<file path="src/rtl/counter_pkg.sv">
// counter_pkg: definitions shared by the up-counting `counter` and by
// `down_counter`.
//   CNT_WIDTH_DEFAULT : default counter/load width in bits.
//   ST_IDLE/ST_RUN/ST_DONE : state encodings.
//   state_e : typed FSM state built from those encodings.
package counter_pkg;

  localparam int CNT_WIDTH_DEFAULT = 4;

  localparam logic [1:0] ST_IDLE = 2'b00;
  localparam logic [1:0] ST_RUN  = 2'b01;
  localparam logic [1:0] ST_DONE = 2'b10;

  typedef enum logic [1:0] {
    S_IDLE = ST_IDLE,
    S_RUN  = ST_RUN,
    S_DONE = ST_DONE
  } state_e;

endpackage : counter_pkg

</file>
<file path="src/rtl/down_counter.sv">
// down_counter: loadable down-counter / programmable interval timer.
// A value loaded over a valid/ready port counts down on every tick
// (en & clkEn) to zero. The terminal tick produces a one-cycle borrow pulse
// `bo`. With auto_reload set, the count restarts from the loaded value
// instead of stopping.
//   clk         : rising-edge clock
//   rst         : asynchronous active-low reset
//   en, clkEn   : count qualifiers, tick = en & clkEn
//   ld_valid    : load request
//   ld_ready    : load can be accepted (IDLE or DONE)
//   ld_value    : start value, sampled on handshake
//   auto_reload : reload mode, sampled on handshake
//   stop        : synchronous abort of a running count
//   count       : current value (registered)
//   bo          : borrow pulse at terminal count (registered)
//   busy, done  : state decodes of RUN and DONE
module down_counter
  import counter_pkg::*;
#(
  parameter int WIDTH = CNT_WIDTH_DEFAULT
) (
  input  logic             clk,
  input  logic             rst,
  input  logic             en,
  input  logic             clkEn,
  input  logic             ld_valid,
  output logic             ld_ready,
  input  logic [WIDTH-1:0] ld_value,
  input  logic             auto_reload,
  input  logic             stop,
  output logic [WIDTH-1:0] count,
  output logic             bo,
  output logic             busy,
  output logic             done
);

  state_e           state_q, state_d;
  logic [WIDTH-1:0] count_q, count_d;
  logic [WIDTH-1:0] reload_q, reload_d;
  logic             mode_q, mode_d;
  logic             bo_q, bo_d;
  logic             tick;

  assign tick = en & clkEn;

  always_ff @(posedge clk or negedge rst) begin
    if (!rst) begin
      state_q  <= S_IDLE;
      count_q  <= '0;
      reload_q <= '0;
      mode_q   <= 1'b0;
      bo_q     <= 1'b0;
    end else begin
      state_q  <= state_d;
      count_q  <= count_d;
      reload_q <= reload_d;
      mode_q   <= mode_d;
      bo_q     <= bo_d;
    end
  end

  always_comb begin
    state_d  = state_q;
    count_d  = count_q;
    reload_d = reload_q;
    mode_d   = mode_q;
    bo_d     = 1'b0;
    case (state_q)
      // IDLE and DONE both accept loads. Ticks and stop do nothing here.
      S_IDLE, S_DONE: begin
        if (ld_valid) begin
          count_d  = ld_value;
          reload_d = ld_value;
          mode_d   = auto_reload;
          if (ld_value != '0) begin
            state_d = S_RUN;
          end else begin
            // A zero load is already at terminal count.
            state_d = S_DONE;
            bo_d    = 1'b1;
          end
        end
      end
      S_RUN: begin
        // Stop wins over a simultaneous tick and leaves count untouched.
        if (stop) begin
          state_d = S_IDLE;
        end else if (tick) begin
          if (count_q > WIDTH'(1)) begin
            count_d = count_q - WIDTH'(1);
          end else if (mode_q) begin
            // Reload at 1 instead of passing through 0, so the period is
            // exactly reload_q ticks.
            count_d = reload_q;
            bo_d    = 1'b1;
          end else begin
            count_d = '0;
            bo_d    = 1'b1;
            state_d = S_DONE;
          end
        end
      end
      default: begin
        state_d = S_IDLE;
      end
    endcase
  end

  assign count    = count_q;
  assign bo       = bo_q;
  assign busy     = (state_q == S_RUN);
  assign done     = (state_q == S_DONE);
  assign ld_ready = (state_q != S_RUN);

endmodule : down_counter
</file>
<file path="config.mk">
export PLATFORM = sky130hd
export DESIGN_NAME = down_counter
export DESIGN_NICKNAME = d
export VERILOG_FILES = /design/src/rtl/counter_pkg.sv /design/src/rtl/down_counter.sv
export SDC_FILE = /design/constraint.sdc
export NUM_CORES = 1
export LEC_CHECK = 0
export BUFFER_PORTS_ARGS = -buffer_cell sky130_fd_sc_hd__buf_4
export CAP_MARGIN = 20
export CELL_PAD_IN_SITES_DETAIL_PLACEMENT = 0
export CELL_PAD_IN_SITES_GLOBAL_PLACEMENT = 1
export CORE_ASPECT_RATIO = 1.4
export CORE_MARGIN = 5
export CORE_UTILIZATION = 38
export DETAILED_ROUTE_END_ITERATION = 8
export PLACE_DENSITY_LB_ADDON = 0.1
export SLEW_MARGIN = 20
export SYNTH_ARGS = -nofsm -noshare
export SYNTH_HDL_FRONTEND = slang
export SYNTH_SLANG_ARGS = --single-unit
</file>
<file path="constraint.sdc">
create_clock -name clk -period 1.9 [get_ports clk]
set_clock_uncertainty 0.05 [all_clocks]
set_input_delay 0.095 -clock clk [delete_from_list [all_inputs] [get_ports clk]]
set_output_delay 0.095 -clock clk [all_outputs]
set_load 0.01 [all_outputs]
</file>
# == Word-level counts from Yosys, hierarchy flattened ==
# Index checks and enable logic that the tools add are counted.
# word_totals
output_inout_bits,8
n_memories,0
word_cells,43
ff_bits,12
mem_bits_rw,0
mem_bits_ro,0
latchBits,0
in_bits,11
# classes
n_eq_ne,9
bitwise_logic,1
mux,19
addsub,1
shifts,0
magnitude_cmp,1
multipliers,0
div_mod_pow,0
reduce_logical,7
# ops
op,n
$mux 4,5
$mux 2,6
$pmux 4 s2,1
$reduce_and 4->1,2
$ne 3x3->1 const B,2
$mux 1,5
$gt 4x1->1 const B,1
$ne 2x1->1 const B,2
$ne 2x2->1 const B,2
$pmux 2 s2,1
$reduce_bool 4->1,1
$sub 4x1->4 const B,1
$ne 3x2->1 const B,1
$eq 2x1->1 const B,1
$eq 2x2->1 const B,1
$logic_not 2->1,1
$pmux 1 s2,1
$reduce_and 2->1,1
$reduce_bool 2->1,1
$reduce_or 2->1,1
$and 1x1->1,1

# == Longest topological paths before layout ==
# depth
depth_word,5
depth_mapped,6
mapped_depth_nobuf,6

# == Worst setup path before layout ==
# No wires, ideal clock.
# synth_path
kind,register to register
startpoint,"reg count_q[0], in the netlist count[0]"
endpoint,"reg count_q[0], in the netlist count[0]"
setup_slack_ps,221
t_required_ps,1769
path_stages_with_launch,7
arrival_time_ps,1547
setup_time_ps,81
n_path_buf,0
path_cell_list,dfrtp_1 -> inv_1 -> ha_1 -> nor2_1 -> nor3_1 -> mux2_2 -> a31oi_2
# synth_between
elab_chain_cells,5
# synth_rtl
item,line_no,rtl
"start, declared",down_counter.sv:38,"logic [WIDTH-1:0] count_q, count_d;"
"start signal, assigned",down_counter.sv:55,count_q <= count_d;
$sub 4x1->4 / $gt 4x1->1 (equally long branches),"down_counter.sv:90, down_counter.sv:89",
$mux 4 *,down_counter.sv:89,if (count_q > WIDTH'(1)) begin
$mux 4 *,down_counter.sv:88,end else if (tick) begin
$mux 4 *,down_counter.sv:86,if (stop) begin
$pmux 4 s2 *,down_counter.sv:68,case (state_q)
# Mark *: on every way between the ends. The rest lies on a longest branch, timed or not. The select of a mux whose other input is x is not followed.
# A chain may end at the register's enable or synchronous reset.

# == Worst setup path in the final report ==
# Ends and elaborated chain as after synthesis.

==> impl_metrics.csv <==
group,metric,value,unit
sta,fin_hold_ws,0.0114,ns
route,drt_wl_total,1690,um
logic_synthesis,synth_top_cells_by_count,"dfrtp_1 (12), nor2_1 (8), mux2_2 (6), nand2_1 (5), inv_1 (4)",
cells_and_area,multiInputGateArea,387,um^2
logic_synthesis,seq_area_frac_synth,41.6,%
grt,track_usage,13.8,%
route,vias,596,
worst_setup_path,start_kind,"register",
route,drt-initial-drc-count,20,
clocking,clk-insertion-delay-late,0.26,ns
cells_and_area,utilization,51.9,%
route,drc,0,
logic_synthesis,post-synth-top-count-cell,"dfrtp_1",
logic_synthesis,netlist.area_leader.share,41.6,%
sta,fmax,584,MHz
logic_synthesis,syn_inst,68,
route,top_layer_used,"met4",
cells_and_area,syn2layout_area_growth,27.9,%
worst_setup_path,worstPathMaxFanout,6,
cells_and_area,layout-drive-gt1-share,41.8,%
logic_synthesis,synth-edff-count,0,
power_and_ir_drop,ir_worst_vdd,0.721,mV
cells_and_area,fillers,170,
logic_synthesis,yosysWarnings,0,
flow_run,drv_cap,0,
route,wl_per_cell,15.3,um
route,drtPass1Iterations,4,
floorplanning,die_y,61.6,um
worst_setup_path,cp-end-kind,"register",
logic_synthesis,postSynthAreaPerCell,10.6,um^2
placed_design,place.port_buffers,18,
sta,hold_viol,0,
clocking,htree_num_levels,1,
sta,slew_violations,0,
sta,finalCriticalPeriod,1.71,ns
outcome,status,"completed",
clocking,cts.sinks,12,
floorplanning,fp.dieW,46.8,um
logic_synthesis,ys_seq_elements,12,
sta,worstMarginPinSlew,0.541,ns
clocking,postCtsSetupBuffers,0,
clocking,cts_buffer_depth,2,
floorplanning,num_rows,18,
grt,first_global_vias,625,
logic_synthesis,async_flop_share,100,%
clocking,cts_hold_buf,2,
cells_and_area,finalInstanceArea,923,um^2
logic_synthesis,syn-cell-area,722,um^2
floorplanning,die-area,2880,um^2
clocking,cts_root_buffer,"clkbuf_4",
route,wl_met1,724,um
logic_synthesis,synth_top_cell_by_area,"dfrtp_1",
placed_design,placed_cell_area,881,um^2
sta,slew-limit-headroom,63.6,%
grt,grt_pass1_wl,2790,um
sta,rsz0062_at_grt,"false",
power_and_ir_drop,p_per_area,1350,nW/um^2
route,vias_per_cell,5.37,
route,ant_nets,0,
placed_design,dp_hpwl,1310,um
clocking,cts_tree,"done",
worst_setup_path,required,2.04,ns
grt,gr-total-overflow,0,
clocking,cts_buffers,3,
logic_synthesis,syn_nets,81,
clocking,ctsResizeCount,0,
power_and_ir_drop,p_leak,0.414,nW
worst_setup_path,critical_path_class,"register to register",
floorplanning,core-area,1780,um^2
cells_and_area,final-seq-area,300,um^2
cells_and_area,fin_nets,106,
sta,setup_violations,0,
floorplanning,start_util,40.6,%
route,met2_length,814,um
worst_setup_path,crit_arrival,1.85,ns
sta,tns,0,ns
sta,finalCritPeriodShare,90.1,%
floorplanning,io_pins,19,
grt,antenna_found_initial,0,
placed_design,gp_congestion,0.862,
cells_and_area,diodes,0,
logic_synthesis,synthTopCellsByArea,"dfrtp_1 (42%), mux2_2 (9.4%), nor2_1 (4.2%)",
logic_synthesis,synthFlopType,"dfrtp_1",
logic_synthesis,synth_cell_types,30,
grt,grt_max_degree,13,
route,wl_met3,136,um
worst_hold_path,hold_path_class,"input pin to register",
clocking,path_clk_slew,0.07,ns
## area by class of cell
| type | instances | share of cell area, % |
|---|---|---|
| multi-input combinational | 49 | 41.9 |
| inverter | 5 | 2.03 |
| timing repair buffer | 22 | 18.4 |
| sequential | 12 | 32.5 |
| tap | 20 | 2.71 |
| clock buffer | 3 | 2.44 |
## metal layers
layer	GRT usage [%]	up-vias
li1	-	292
met1	17.3	280
met2	22.1	22
met3	2.63	2
met4	7.11	0
met5	0	-
## cell usage in the layout, fill, tap and decap left out, types with 2 or more instances in the layout
cell / synthesis / routed
buf_4: 0 / 20
dfrtp_1: 12 / 12
nor2_1: 8 / 8
mux2_2: 6 / 6
nand2_1: 5 / 5
inv_1: 4 / 4
o21ai_0: 3 / 3
clkbuf_4: 0 / 3
a21oi_1: 2 / 2
nor3_1: 2 / 2
nand4b_1: 2 / 2
o211ai_1: 2 / 2
a22o_2: 2 / 2
ha_1: 2 / 2
dlygate4sd3_1: 0 / 2
## state kept, by name (all words and copies together), names as in the netlist
name / cells
bo: 1
count: 4
mode_q: 1
reload_q: 4
state_q: 2
## worst paths after layout
check                           cells past startpoint          end         from  slack, ns
worst max-delay path                                6     count[0]     count[0]       0.19
worst min-delay path                                2       mode_q  auto_reload       0.01
worst max register to register                      6     count[0]     count[0]       0.19
worst min register to register                      1   state_q[1]   state_q[0]       0.45
max in group asynchronous                           2  reload_q[1]          rst       1.49
min in group asynchronous                           2           bo          rst       0.15
## worst max-delay path, cell delays in order (launching register included)
cell     delay [ns]
dfrtp_1        0.43
inv_1          0.10
ha_1           0.21
nor2_1         0.08
nor3_1         0.21
mux2_2         0.38
a31oi_2        0.17
## per-stage QoR
| step | worst slack [ns] | cells | power, mW |
|---|---|---|---|
| floorplan | 0.221 | 68 | 0.873 |
| global placement | 0.262 | 106 | 1.10 |
| detailed placement | 0.196 | 106 | 1.10 |
| CTS | 0.177 | 111 | 1.26 |
| global route | 0.0423 | 111 | 1.35 |
| finish | 0.188 | 111 | 1.24 |
## report_power, final
part	total, mW	internal, mW	switching, mW
combinational	0.635	0.339	0.296
sequential	0.458	0.345	0.113
clock	0.149	0.0732	0.0754
## kinds of logic (layout without fill, tap and decap cells)
| group | after synthesis | in the layout | share of synthesized area [%] |
|---|---|---|---|
| AO/OA/AOI/OAI | 16 | 16 | 18.7 |
| XOR/XNOR | 1 | 1 | 1.21 |
| adder cells (fa/ha/maj) | 2 | 2 | 3.47 |
| buffers and inverters | 7 | 30 | 4.85 |
| flip-flops | 12 | 12 | 41.6 |
| multiplexers | 8 | 8 | 12.8 |
| AND/OR/NAND/NOR | 22 | 22 | 17.3 |
Power figures use the tool's default switching activity.
